### src/rtl/gf_2to128_digit_serial_multiplier.sv
// Digit-serial GF(2^128) multiplier (GCM polynomial), NB_DIGIT bits of X per clock.
// Optional GF_MULT_BIT_REFLECT_EN: bit-reverse operands/result at the ports.
module gf_2to128_digit_serial_multiplier #(
  parameter int NB_DATA  = 128,
  parameter int NB_DIGIT = 8
) (
  input  logic               i_clock,
  input  logic               i_reset_n,
  input  logic               i_valid,
  output logic               o_ready,
  input  logic [NB_DATA-1:0] i_data_x,
  input  logic [NB_DATA-1:0] i_data_y,
  output logic               o_valid,
  input  logic               i_ready,
  output logic [NB_DATA-1:0] o_data_z
);

  localparam bit BAD_CONF = (NB_DATA != 128) ||
                            !((NB_DIGIT == 1)  || (NB_DIGIT == 2)  || (NB_DIGIT == 4)  ||
                              (NB_DIGIT == 8)  || (NB_DIGIT == 16) || (NB_DIGIT == 32) ||
                              (NB_DIGIT == 64) || (NB_DIGIT == 128));

  localparam int N      = NB_DATA / NB_DIGIT;
  localparam int NB_CNT = $clog2(N) + 1;
  localparam logic [NB_CNT-1:0]  CNT_LAST = NB_CNT'(N - 1);
  localparam logic [NB_DATA-1:0] R_POLY   = {8'he1, {(NB_DATA-8){1'b0}}};

  localparam logic [1:0] ST_IDLE = 2'd0;
  localparam logic [1:0] ST_BUSY = 2'd1;
  localparam logic [1:0] ST_DONE = 2'd2;

  logic [1:0]         r_state;
  logic [NB_CNT-1:0]  r_cnt;
  logic [NB_DATA-1:0] r_x;
  logic [NB_DATA-1:0] r_v;
  logic [NB_DATA-1:0] r_z;
  logic [NB_DATA-1:0] w_x_in;
  logic [NB_DATA-1:0] w_y_in;
  logic [NB_DATA-1:0] w_z_nxt;
  logic [NB_DATA-1:0] w_v_nxt;

  if (BAD_CONF) begin : g_bad_conf
  end

`ifdef GF_MULT_BIT_REFLECT_EN
  assign w_x_in   = {<<{i_data_x}};
  assign w_y_in   = {<<{i_data_y}};
  assign o_data_z = {<<{r_z}};
`else
  assign w_x_in   = i_data_x;
  assign w_y_in   = i_data_y;
  assign o_data_z = r_z;
`endif

  assign o_ready = (r_state == ST_IDLE);
  assign o_valid = (r_state == ST_DONE);

  // One digit of the bit-serial GCM algorithm, unrolled; r_x is kept left-aligned.
  always_comb begin
    w_z_nxt = r_z;
    w_v_nxt = r_v;
    for (int unsigned i = 0; i < NB_DIGIT; i++) begin
      if (r_x[NB_DATA-1-i]) w_z_nxt = w_z_nxt ^ w_v_nxt;
      if (w_v_nxt[0]) w_v_nxt = (w_v_nxt >> 1) ^ R_POLY;
      else            w_v_nxt = w_v_nxt >> 1;
    end
  end

  always_ff @(posedge i_clock or negedge i_reset_n) begin
    if (!i_reset_n) begin
      r_state <= ST_IDLE;
      r_cnt   <= '0;
      r_x     <= '0;
      r_v     <= '0;
      r_z     <= '0;
    end else begin
      case (r_state)
        ST_IDLE: begin
          if (i_valid) begin
            r_x     <= w_x_in;
            r_v     <= w_y_in;
            r_z     <= '0;
            r_cnt   <= '0;
            r_state <= ST_BUSY;
          end
        end
        ST_BUSY: begin
          r_z   <= w_z_nxt;
          r_v   <= w_v_nxt;
          r_x   <= r_x << NB_DIGIT;
          r_cnt <= r_cnt + 1'b1;
          if (r_cnt == CNT_LAST) r_state <= ST_DONE;
        end
        ST_DONE: begin
          if (i_ready) r_state <= ST_IDLE;
        end
        default: r_state <= ST_IDLE;
      endcase
    end
  end

endmodule
### config.mk
export PLATFORM = sky130hd
export DESIGN_NAME = gf_2to128_digit_serial_multiplier
export DESIGN_NICKNAME = d
export VERILOG_FILES = /design/src/rtl/gf_2to128_digit_serial_multiplier.sv
export SDC_FILE = /design/constraint.sdc
export NUM_CORES = 2
export LEC_CHECK = 0
export BUFFER_PORTS_ARGS = -buffer_cell sky130_fd_sc_hd__buf_2
export CELL_PAD_IN_SITES_DETAIL_PLACEMENT = 1
export CELL_PAD_IN_SITES_GLOBAL_PLACEMENT = 1
export CORE_MARGIN = 3
export CORE_UTILIZATION = 40
export CTS_CLUSTER_DIAMETER = 80
export DETAILED_ROUTE_END_ITERATION = 7
export PLACE_DENSITY = 0.79
export SYNTH_ARGS = -nofsm -noshare
export SYNTH_HDL_FRONTEND = slang
export SYNTH_SLANG_ARGS = --single-unit
### constraint.sdc
create_clock -name i_clock -period 1.75 [get_ports i_clock]
set_clock_uncertainty 0.1 [all_clocks]
set_input_delay 0.0875 -clock i_clock [delete_from_list [all_inputs] [get_ports i_clock]]
set_output_delay 0.0875 -clock i_clock [all_outputs]
set_load 0.02 [all_outputs]
==> out/qor.csv <==
stage,metric,value,unit
status,outcome,"complete, but fails checks",
status,failing checks,negative setup slack,
sta,Slew HR,41.4,%
yosys,Syn Area/Cell,7.70,um2
critical_path,"Req. time, crit path",2.12,ns
clocking,clk root buf,clkbuf_16,
placement,Port Buffer Count,389,
min_path,hold crit path type,in -> async,
critical_path,worst path bufs/invs,3,
yosys,dominant synthesized flop cell,dfrtp_1,
power,clock power share,9.9,%
clocking,clock slew at reported path FFs,0.07,ns
critical_path,RR Startpoint,r_x[123],
route,detailed-route wire length,162000,um
route,Via Count,34600,
die,I/O pins,390,
critical_path,critical path peak fanout,6,
route,DRC,0,
critical_path,R2R Setup Slk,-0.55,ns
grt,antenna violations before repair,19,
route,drt pass-1 iters,5,
job,max cap viols,0,
clocking,Worst-Skew Late Latency,0.62,ns
route,Initial DRC Count,3138,
yosys,Synth top cells by count,"nand2_1 (1365), xnor2_1 (662), dfrtp_1 (391), o21ai_0 (372), xor2_1 (364)",
clocking,deepest clock path buffer count,3,
route,Vias/cell,6.00,
finish,layout cell share with drive strength beyond 1,27.7,%
sta,Worst-Margin Slew,0.879,ns
grt,vias in the first global route,35100,
yosys,mapped cell area,30400,um2
critical_path,Slowest cell on crit path,dfrtp_4,
die,die area,79200,um2
route,routed length per placed instance,28.1,um
critical_path,Crit Path Class,reg -> reg,
sta,setup ws final,-0.550,ns
grt,GR Util All Layers,34.3,%
critical_path,CP most frequent cell,buf_12,
yosys,Ys Warns,0,
critical_path,CP startpoint kind,register,
die,height of the chip,281,um
sta,f_max,435,MHz
sta,Tmin final,2.30,ns
placement,routability cong.,0.853,
placement,Final HPWL DP,81400,um
clocking,CTS tree,yes,
power,P_leak,17.7,nW
yosys,sequential area share after synthesis,32.2,%
power,switch share,50.3,%
grt,largest net degree at the start of global routing,82,
route,Detail Route Antenna Nets,0,
yosys,Yosys reg bits,391,
power,worst vdd ir,0.00109,V
grt,grt ovf,0,
finish,# fillers,8632,
power,Pwr per Cell Area,2600,nW/um2
grt,global-route wire length before repair,213000,um
die,die width,281,um
yosys,most frequent cell after synthesis,nand2_1,
critical_path,crit path from,r_x[123],
critical_path,R2R Path End,o_data_z[81],
sta,RSZ-0062 raised after global routing,yes,
sta,Final setup viols,290,
yosys,"FFs w/ async S/R, synth",100,%
yosys,Mapped Nets,4205,
yosys,Post-Synthesis Cells,3943,
sta,Final Hold Vio Count,0,
power,Gate power share,70.5,%
critical_path,CP endpoint kind,register,
die,Initial Util,40.6,%
yosys,Yosys top cell area share,32.2,%
die,number of cell rows,100,
yosys,synth top area cells,"dfrtp_1 (32%), xnor2_1 (19%), nand2_1 (17%), xor2_1 (11%), o21ai_0 (6.1%)",
power,Sequential Power Share,19.6,%
power,Sw Pwr,57.4,mW
critical_path,"Largest stage delay, worst path",0.51,ns
clocking,total clock sinks,391,
yosys,"Distinct cells, synth",39,
sta,fin crit share,131,%
die,core outline area,74800,um2
finish,layout net count,5007,
sta,Max Slew Vio Count,0,
power,total power,114,mW
critical_path,Crit path max-delay family,XOR/XNOR gates,
clocking,H-Tree Depth,2,
power,Int Power,56.8,mW
critical_path,worst reg-to-reg path cell count,9,
finish,design area,43900,um2
yosys,"area leader, netlist",dfrtp_1,
finish,area growth from synthesis to layout,44.6,%
placement,DP Area,36100,um2
clocking,CTS Buf Count,50,
yosys,Post-synth EDFFs,0,
critical_path,worst path cell trace,"buf_12, buf_12, buf_12, nand2_4, xnor2_2, xnor2_2, xnor2_1, xnor2_1, o21ai_1",
critical_path,"Arr. time, crit path",2.67,ns
==> power groups by stage <==
stage          combinational (mW)  sequential [mW]  clock, mW
2_1_floorplan                45.0             18.1          0
5_1_grt                      84.7             22.4       11.7
6_report                     80.5             22.3       11.3
3_5_place_dp                 63.9             20.8          0
3_3_place_gp                 61.4             20.7          0
4_1_cts                      67.6             20.9       11.1
==> cell families after synthesis <==
family | after synthesis | synth area share, %
AO/OA/AOI/OAI | 678 | 13.4
XOR/XNOR | 1041 | 30.6
multiplexers | 5 | 0.165
AND/OR/NAND/NOR | 1433 | 18.2
adder cells (fa/ha/maj) | 2 | 0.0824
flip-flops | 391 | 32.2
buffers and inverters | 393 | 5.40
==> per-layer routing <==
layer  wire [um]  global-route usage [%]  up-vias
met5          80                       0        -
met4       13600                    17.3       12
met3       15100                    7.20      918
met2       75500                    58.9     2388
met1       57600                    40.8    17100
li1            -                       -    14100
==> layout make-up <==
type                       count  area (um2)  area share [%]
multi-input combinational   3159       21100            48.0
timing repair buffer        1137       10000            22.8
sequential                   391        9820            22.4
clock buffer                  69        1420            3.24
tap                          969        1210            2.76
clock inverter                17         277           0.630
antenna                       13        32.5          0.0741
inverter                       6        22.5          0.0513
==> worst register-to-register path: cells and delay by family, from the launching register on <==
kind	cells	cell delay, ns
and+or+nand+nor	1	0.05
xor gates and xnor gates	4	0.92
buffers and inverters	3	0.43
DFF	1	0.51
AOI/OAI and AO/OA	1	0.14
==> flip-flops by register name, indices dropped and copies added (netlist names) <==
| signal | count |
|---|---|
| r_x | 128 |
| r_cnt | 5 |
| r_v | 128 |
| o_data_z | 128 |
| r_state | 2 |
==> how the worst max path moves through the flow <==
stage / slack, ns / depth (start not counted) / to
global route: -0.64 / 8 / o_data_z[85]
global placement: -0.21 / 8 / o_data_z[124]
finish: -0.55 / 9 / o_data_z[81]
floorplan: -0.09 / 8 / o_data_z[120]
CTS: -0.33 / 8 / o_data_z[90]
detailed placement: -0.29 / 8 / o_data_z[91]
==> cell usage in the layout, fill, tap and decap left out, types with 8 or more instances in the layout <==
master,instances
dfrtp_1,380
nand2_1,1232
xor2_2,61
a22oi_1,232
nor2b_1,21
a21oi_1,36
xor2_4,12
o21ai_1,95
buf_6,42
buf_12,91
and3b_1,8
xnor2_2,125
buf_16,9
xnor2_1,539
a22o_1,10
clkbuf_1,10
o21ai_0,277
nor2_1,15
nand2_4,28
dlygate4sd3_1,259
diode_2,13
clkbuf_16,64
clkbuf_8,8
buf_4,325
buf_2,388
nand2_2,106
buf_8,8
xor2_1,300
dfrtp_4,10
==> per-stage QoR <==
step / std cells / setup TNS, ns / util (%) / hold slack, ns / setup WS [ns]
3_5_place_dp: 5324 / -22.70 / 48.2 / -0.110 / -0.294
4_1_cts: 5700 / -32.14 / 55.4 / 0.0557 / -0.328
2_1_floorplan: 3943 / -0.260 / - / -0.308 / -0.0945
5_1_grt: 5755 / -79.27 / 58.6 / 0.0924 / -0.640
3_3_place_gp: 5324 / -15.94 / 48.2 / -0.111 / -0.205
6_report: 5761 / -59.40 / 58.7 / 0.104 / -0.550
==> timing repair <==
action / in CTS / in global routing
endpoints found under the hold margin: 649 / 0
gates cloned: 9 / 17
hold buffers: 260 / 0
gates resized for setup: 158 / 401
pin swaps: 81 / 351
setup endpoints to repair: 141 / 360
setup buffers: 22 / 38
No activity file was read; power rests on OpenSTA's default activity.
